[src/rtl/if_prefetch.sv]
// Instruction-fetch stage: loadable instruction memory, program counter and a
// FIFO prefetch buffer toward decode. Optional macro IF_PREFETCH_BYPASS_EN.
module if_prefetch #(
  parameter int                 PC_SIZE            = 32,
  parameter int                 WORD_SIZE_IN_BYTES = 4,
  parameter int                 MEM_SIZE_IN_WORDS  = 64,
  parameter int                 FIFO_DEPTH         = 4,
  parameter logic [PC_SIZE-1:0] INSTRUCTION_NOP    = '0
) (
  input  logic                                  i_clk,
  input  logic                                  i_reset,
  input  logic                                  i_start,
  input  logic                                  i_halt,
  input  logic                                  i_enable,
  input  logic                                  i_redirect,
  input  logic [PC_SIZE-1:0]                    i_redirect_pc,
  input  logic                                  i_write_mem,
  input  logic [WORD_SIZE_IN_BYTES*8-1:0]       i_instruction,
  output logic                                  o_full_mem,
  output logic                                  o_empty_mem,
  output logic                                  o_valid,
  output logic [PC_SIZE-1:0]                    o_instruction,
  output logic [PC_SIZE-1:0]                    o_next_seq_pc,
  output logic [PC_SIZE-1:0]                    o_fetch_pc,
  output logic [$clog2(FIFO_DEPTH):0]           o_count
);

  localparam int INSTR_W = WORD_SIZE_IN_BYTES * 8;
  localparam int PTR_W   = $clog2(FIFO_DEPTH);
  localparam int CNT_W   = PTR_W + 1;
  localparam int LD_W    = $clog2(MEM_SIZE_IN_WORDS + 1);
  localparam int ADDR_W  = $clog2(MEM_SIZE_IN_WORDS);
  localparam logic [PC_SIZE-1:0] PC_INC = PC_SIZE'(WORD_SIZE_IN_BYTES);

  typedef enum logic [1:0] {S_IDLE, S_RUN, S_HALTED} state_e;

  state_e              state_q;
  logic [PC_SIZE-1:0]  fetch_pc_q, fetch_pc_d;
  logic [LD_W-1:0]     load_cnt_q;
  logic [PTR_W-1:0]    rd_ptr_q, wr_ptr_q;
  logic [CNT_W-1:0]    count_q, count_d;

  logic [INSTR_W-1:0]  mem_q        [MEM_SIZE_IN_WORDS];
  logic [INSTR_W-1:0]  fifo_instr_q [FIFO_DEPTH];
  logic [PC_SIZE-1:0]  fifo_npc_q   [FIFO_DEPTH];

  logic [PC_SIZE-1:0]  fetch_word;
  logic [INSTR_W-1:0]  fetch_data;
  logic [PC_SIZE-1:0]  fetch_npc;
  logic                redirect_act, mem_we, fifo_full, fifo_empty;
  logic                can_fetch, bypass, valid, pop, fetch, push, fifo_pop;
  logic [INSTR_W-1:0]  head_instr;
  logic [PC_SIZE-1:0]  head_npc;

  assign fetch_word   = fetch_pc_q / PC_INC;
  assign fetch_data   = mem_q[fetch_word[ADDR_W-1:0]];
  assign fetch_npc    = fetch_pc_q + PC_INC;
  assign redirect_act = i_redirect && (state_q != S_IDLE);
  assign mem_we       = !i_reset && (state_q == S_IDLE) && i_write_mem && !o_full_mem;
  assign fifo_full    = (count_q == CNT_W'(FIFO_DEPTH));
  assign fifo_empty   = (count_q == '0);

  // Fetch stage: a word is fetchable only inside the loaded region, never wrapping.
  assign can_fetch = (state_q == S_RUN) && !i_halt && !redirect_act &&
                     (fetch_word < PC_SIZE'(load_cnt_q));

`ifdef IF_PREFETCH_BYPASS_EN
  assign bypass = fifo_empty && can_fetch;
`else
  assign bypass = 1'b0;
`endif

  assign valid      = !redirect_act && (!fifo_empty || bypass);
  assign head_instr = bypass ? fetch_data : fifo_instr_q[rd_ptr_q];
  assign head_npc   = bypass ? fetch_npc  : fifo_npc_q[rd_ptr_q];
  assign pop        = valid && i_enable;
  assign fetch      = can_fetch && (!fifo_full || pop);
  // A bypassed word consumed the same cycle never occupies a FIFO slot.
  assign push       = fetch && !(bypass && pop);
  assign fifo_pop   = pop && !bypass;

  always_comb begin
    fetch_pc_d = fetch_pc_q;
    count_d    = count_q;
    if (redirect_act) begin
      fetch_pc_d = i_redirect_pc;
      count_d    = '0;
    end else begin
      if (fetch) fetch_pc_d = fetch_npc;
      count_d = count_q + CNT_W'(push) - CNT_W'(fifo_pop);
    end
  end

  // Control state: reset applies here only.
  always_ff @(posedge i_clk) begin
    if (i_reset) begin
      state_q    <= S_IDLE;
      fetch_pc_q <= '0;
      load_cnt_q <= '0;
      rd_ptr_q   <= '0;
      wr_ptr_q   <= '0;
      count_q    <= '0;
    end else begin
      unique case (state_q)
        S_IDLE:   if (i_start) state_q <= S_RUN;
        S_RUN:    if (i_halt)  state_q <= S_HALTED;
        S_HALTED: state_q <= S_HALTED;
        default:  state_q <= S_IDLE;
      endcase
      if (mem_we) load_cnt_q <= load_cnt_q + LD_W'(1);
      fetch_pc_q <= fetch_pc_d;
      count_q    <= count_d;
      if (redirect_act) begin
        rd_ptr_q <= '0;
        wr_ptr_q <= '0;
      end else begin
        if (push)     wr_ptr_q <= wr_ptr_q + PTR_W'(1);
        if (fifo_pop) rd_ptr_q <= rd_ptr_q + PTR_W'(1);
      end
    end
  end

  // Storage: instruction memory and FIFO payload, never cleared.
  always_ff @(posedge i_clk) begin
    if (mem_we) mem_q[load_cnt_q[ADDR_W-1:0]] <= i_instruction;
    if (push) begin
      fifo_instr_q[wr_ptr_q] <= fetch_data;
      fifo_npc_q[wr_ptr_q]   <= fetch_npc;
    end
  end

  assign o_valid       = valid;
  assign o_instruction = valid ? PC_SIZE'(head_instr) : INSTRUCTION_NOP;
  assign o_next_seq_pc = valid ? head_npc : '0;
  assign o_fetch_pc    = fetch_pc_q;
  assign o_count       = count_q;
  assign o_full_mem    = (load_cnt_q == LD_W'(MEM_SIZE_IN_WORDS));
  assign o_empty_mem   = (load_cnt_q == '0);

endmodule

[config.mk]
export PLATFORM = sky130hd
export DESIGN_NAME = if_prefetch
export DESIGN_NICKNAME = d
export VERILOG_FILES = /design/src/rtl/if_prefetch.sv
export SDC_FILE = /design/constraint.sdc
export NUM_CORES = 2
export LEC_CHECK = 0
export ABC_AREA = 0
export CAP_MARGIN = 0
export CORE_UTILIZATION = 40
export DETAILED_ROUTE_END_ITERATION = 10
export PLACE_DENSITY_LB_ADDON = 0.05
export SYNTH_ARGS = -nofsm -noshare
export SYNTH_HDL_FRONTEND = slang
export SYNTH_SLANG_ARGS = --single-unit
export TNS_END_PERCENT = 1
[constraint.sdc]
create_clock -name i_clk -period 5.6 [get_ports i_clk]
set_input_delay 1.68 -clock i_clk [delete_from_list [all_inputs] [get_ports i_clk]]
set_output_delay 1.68 -clock i_clk [all_outputs]
set_load 0.01 [all_outputs]
==> impl_metrics.csv <==
group,metric,value,unit
route,met1_length,110400,um
synthesis,synth-edff-count,2304,
setup_path,crit_type,"in2out",
sta,setup_ws,477.8,ps
clocking,hold_buffers,0,
route,avgRoutedWirePerCell,33.23,um
synthesis,yosys.area.top_type,"edfxtp_1",
hold_path,hold_path_depth,2,
route,vias_per_cell,5.623,
synthesis,synthTopCellsByCount,"edfxtp_1 (2304), mux4_2 (576), a21oi_1 (146)",
grt,grt_pass1_wl,358900,um
placed_design,gp_congestion,0.8036,
die,chipWidth,476.8,um
clocking,clk_path_buf_depth,4,
synthesis,ys_ff_latch,2360,
route,met2_length,125400,um
synthesis,synth.yosys.seq_area_share,0.7798,
setup_path,crit_fanout,65,
sta,maxSlewHeadroom,0.1614,
grt,gr-usage-all-layers,0.2253,
route,ant_nets,0,
clocking,cts_inserted_buffers,276,
placed_design,io_buffers,172,
synthesis,syn_inst,4063,
sta,fin_tns_setup,0,ps
cells_and_area,drive_gt1_frac,0.2707,
cells_and_area,utilization,0.4720,
die,rows,173,
setup_path,worstRegToRegCells,7,
synthesis,async_flop_share,0,
route,vias,43134,
cells_and_area,area_growth,16.82,%
placed_design,dpl.cell_count,7207,
power,power,42.24,mW
cells_and_area,multiInputGateArea,19150,um^2
setup_path,reg2reg_slack,1560,ps
synthesis,synth.area.top_cells,"edfxtp_1 (77%), mux4_2 (14%), dfxtp_1 (1.2%)",
hold_path,min_to,"state_q[1]$_SDFFE_PP0P_",
outcome,outcome,"complete, no violations",
route,drc,0,
sta,fmax,195.2,MHz
die,start_util,0.4040,
clocking,cts_resized,0,
run,max-cap-violations,0,
synthesis,syn_area,90170,um^2
clocking,post-cts-setup-buffers,0,
clocking,clkTransAtPathRegs,60,ps
clocking,cts_tree,"yes",
synthesis,ys.flop_type,"edfxtp_1",
power,p_per_area,401.0,nW/um^2
placed_design,hpwl,152800,um
route,wl_met3,13670,um
route,routed.top_layer,"met5",
sta,slew_viol_final,0,
setup_path,crit_arrival,3440,ps
synthesis,synth_fp_nets,4151,
route,drt_iter0_drc,4158,
synthesis,yosysUniqueCellTypes,55,
placed_design,post-place-ws,405.3,ps
synthesis,avgSynthCellArea,22.19,um^2
clocking,cts_num_sinks,2360,
power,vdd_ir_drop_max,0.3043,mV
sta,hold_viol,0,
setup_path,end_kind,"output port",
cells_and_area,layout.cells.non_filler,7671,
sta,period_minus_slack,5122,ps
grt,overflow,0,
grt,antenna_found_initial,11,
grt,grt_pass1_vias,44964,
route,drtPass1Iterations,7,
synthesis,yosys_warnings,0,
die,io_pins,173,
clocking,htree_levels,5,
setup_path,worst_r2r_endpoint,"fifo_instr_q[0][10]$_DFFE_PP_",
sta,rsz0062_at_grt,"false",
cells_and_area,seq_area,70330,um^2
die,die_area,227300,um^2
die,core_area,223200,um^2
synthesis,synth_top_area_share,0.7673,
cells_and_area,fillers,18309,
grt,grt_max_degree,66,
power,power_leakage,32.17,nW
clocking,worstSkewPairLatency,930,ps
sta,post-route-period-util,0.9147,
cells_and_area,final_nets,4598,
setup_path,startpoint_type,"input port",
die,die_h,476.8,um
route,routed_wl,254900,um
synthesis,yosysMostFrequentCell,"edfxtp_1",
clocking,root_buffer,"clkbuf_16",
setup_path,critPathRequiredTime,3920,ps
sta,fin_worst_skew,33.20,ps
hold_path,hp-start,"state_q[1]$_SDFFE_PP0P_",
sta,setup_viol,0,
hold_path,holdCritPathClass,"reg2reg",
sta,max_slew.worst_pin.slew,1258,ps
## stage by stage
stage | instance area [um^2] | hold slack [ps]
floorplan | 90170 | 460.4
global placement | 97030 | 480.8
detailed placement | 97030 | 493.4
CTS | 105300 | 505.7
global route | 105300 | 533.5
finish | 105300 | 498.7
## worst max-delay path, stage by stage
cell and delay [ps]:
clkdlybuf4s50_1 440, nor2b_2 190, nor2_4 160, buf_12 240
and2_1 180, clkdlybuf4s50_1 530
## routing by layer
metal | vias to the layer above | track usage
li1 | 18074 | -
met1 | 23573 | 0.3115
met2 | 1196 | 0.3699
met3 | 289 | 0.04117
met4 | 2 | 0.05425
met5 | - | 0
## cell usage in the layout, fill, tap and decap left out, drive strengths merged, types with 56 or more instances in the layout
| master | Yosys | layout |
|---|---|---|
| a21oi | 146 | 146 |
| and2 | 72 | 72 |
| buf | 118 | 256 |
| clkbuf | 109 | 353 |
| clkdlybuf4s50 | 0 | 140 |
| clkinv | 2 | 89 |
| dfxtp | 56 | 56 |
| edfxtp | 2304 | 2304 |
| mux4 | 576 | 576 |
| nand2 | 81 | 81 |
| nor2 | 137 | 137 |
| o22ai | 62 | 62 |
## area by class of cell
cell class / instances / share of cell area
antenna: 5 / 0.0001188
multi-input combinational: 1460 / 0.1818
inverter: 16 / 0.0005702
sequential: 2360 / 0.6677
clock buffer: 353 / 0.07064
timing repair buffer: 396 / 0.03580
tap: 2975 / 0.03534
clock inverter: 106 / 0.008066
## kinds of logic (layout without fill, tap and decap cells)
group / after synthesis / count (layout) / synth area share
DFF: 2360 / 2360 / 0.7798
AOI/OAI and AO/OA: 389 / 389 / 0.02988
and+or+nand+nor: 389 / 389 / 0.02070
buffers and inverters: 243 / 871 / 0.01403
adders and majority gates: 17 / 17 / 0.002442
other: 0 / 5 / 0
xor gates and xnor gates: 41 / 41 / 0.003983
muxes: 624 / 624 / 0.1492
## how the worst max path moves through the flow
| stage | to | cells after the start | slack, ps | from |
|---|---|---|---|---|
| 2_1_floorplan | fifo_instr_q[0][0]$_DFFE_PP_ | 5 | 960 | i_halt |
| 4_1_cts | o_instruction[8] | 6 | 460 | i_redirect |
| 5_1_grt | o_next_seq_pc[19] | 6 | 370 | i_redirect |
| 3_5_place_dp | mem_q[37][25]$_DFFE_PP_ | 7 | 410 | i_reset |
| 6_report | o_next_seq_pc[15] | 6 | 480 | i_redirect |
| 3_3_place_gp | mem_q[29][9]$_DFFE_PP_ | 6 | 380 | i_reset |
## sequential cells by signal (all words and copies together), names as in the netlist, named ones only
signal and flops:
mem_q 2048, state_q 2, o_fetch_pc 32, wr_ptr_q 2
o_count 3, rd_ptr_q 2, load_cnt_q 7, fifo_npc_q 128
fifo_instr_q 128
## power breakdown
group | leakage (nW) | switching, mW | internal (mW) | total (mW)
combinational | 6.90 | 3.24 | 2.32 | 5.56
clock | 4.05 | 6.82 | 9.99 | 16.8
sequential | 21.2 | 0.223 | 19.6 | 19.9
(Power assumes the default switching activity.)
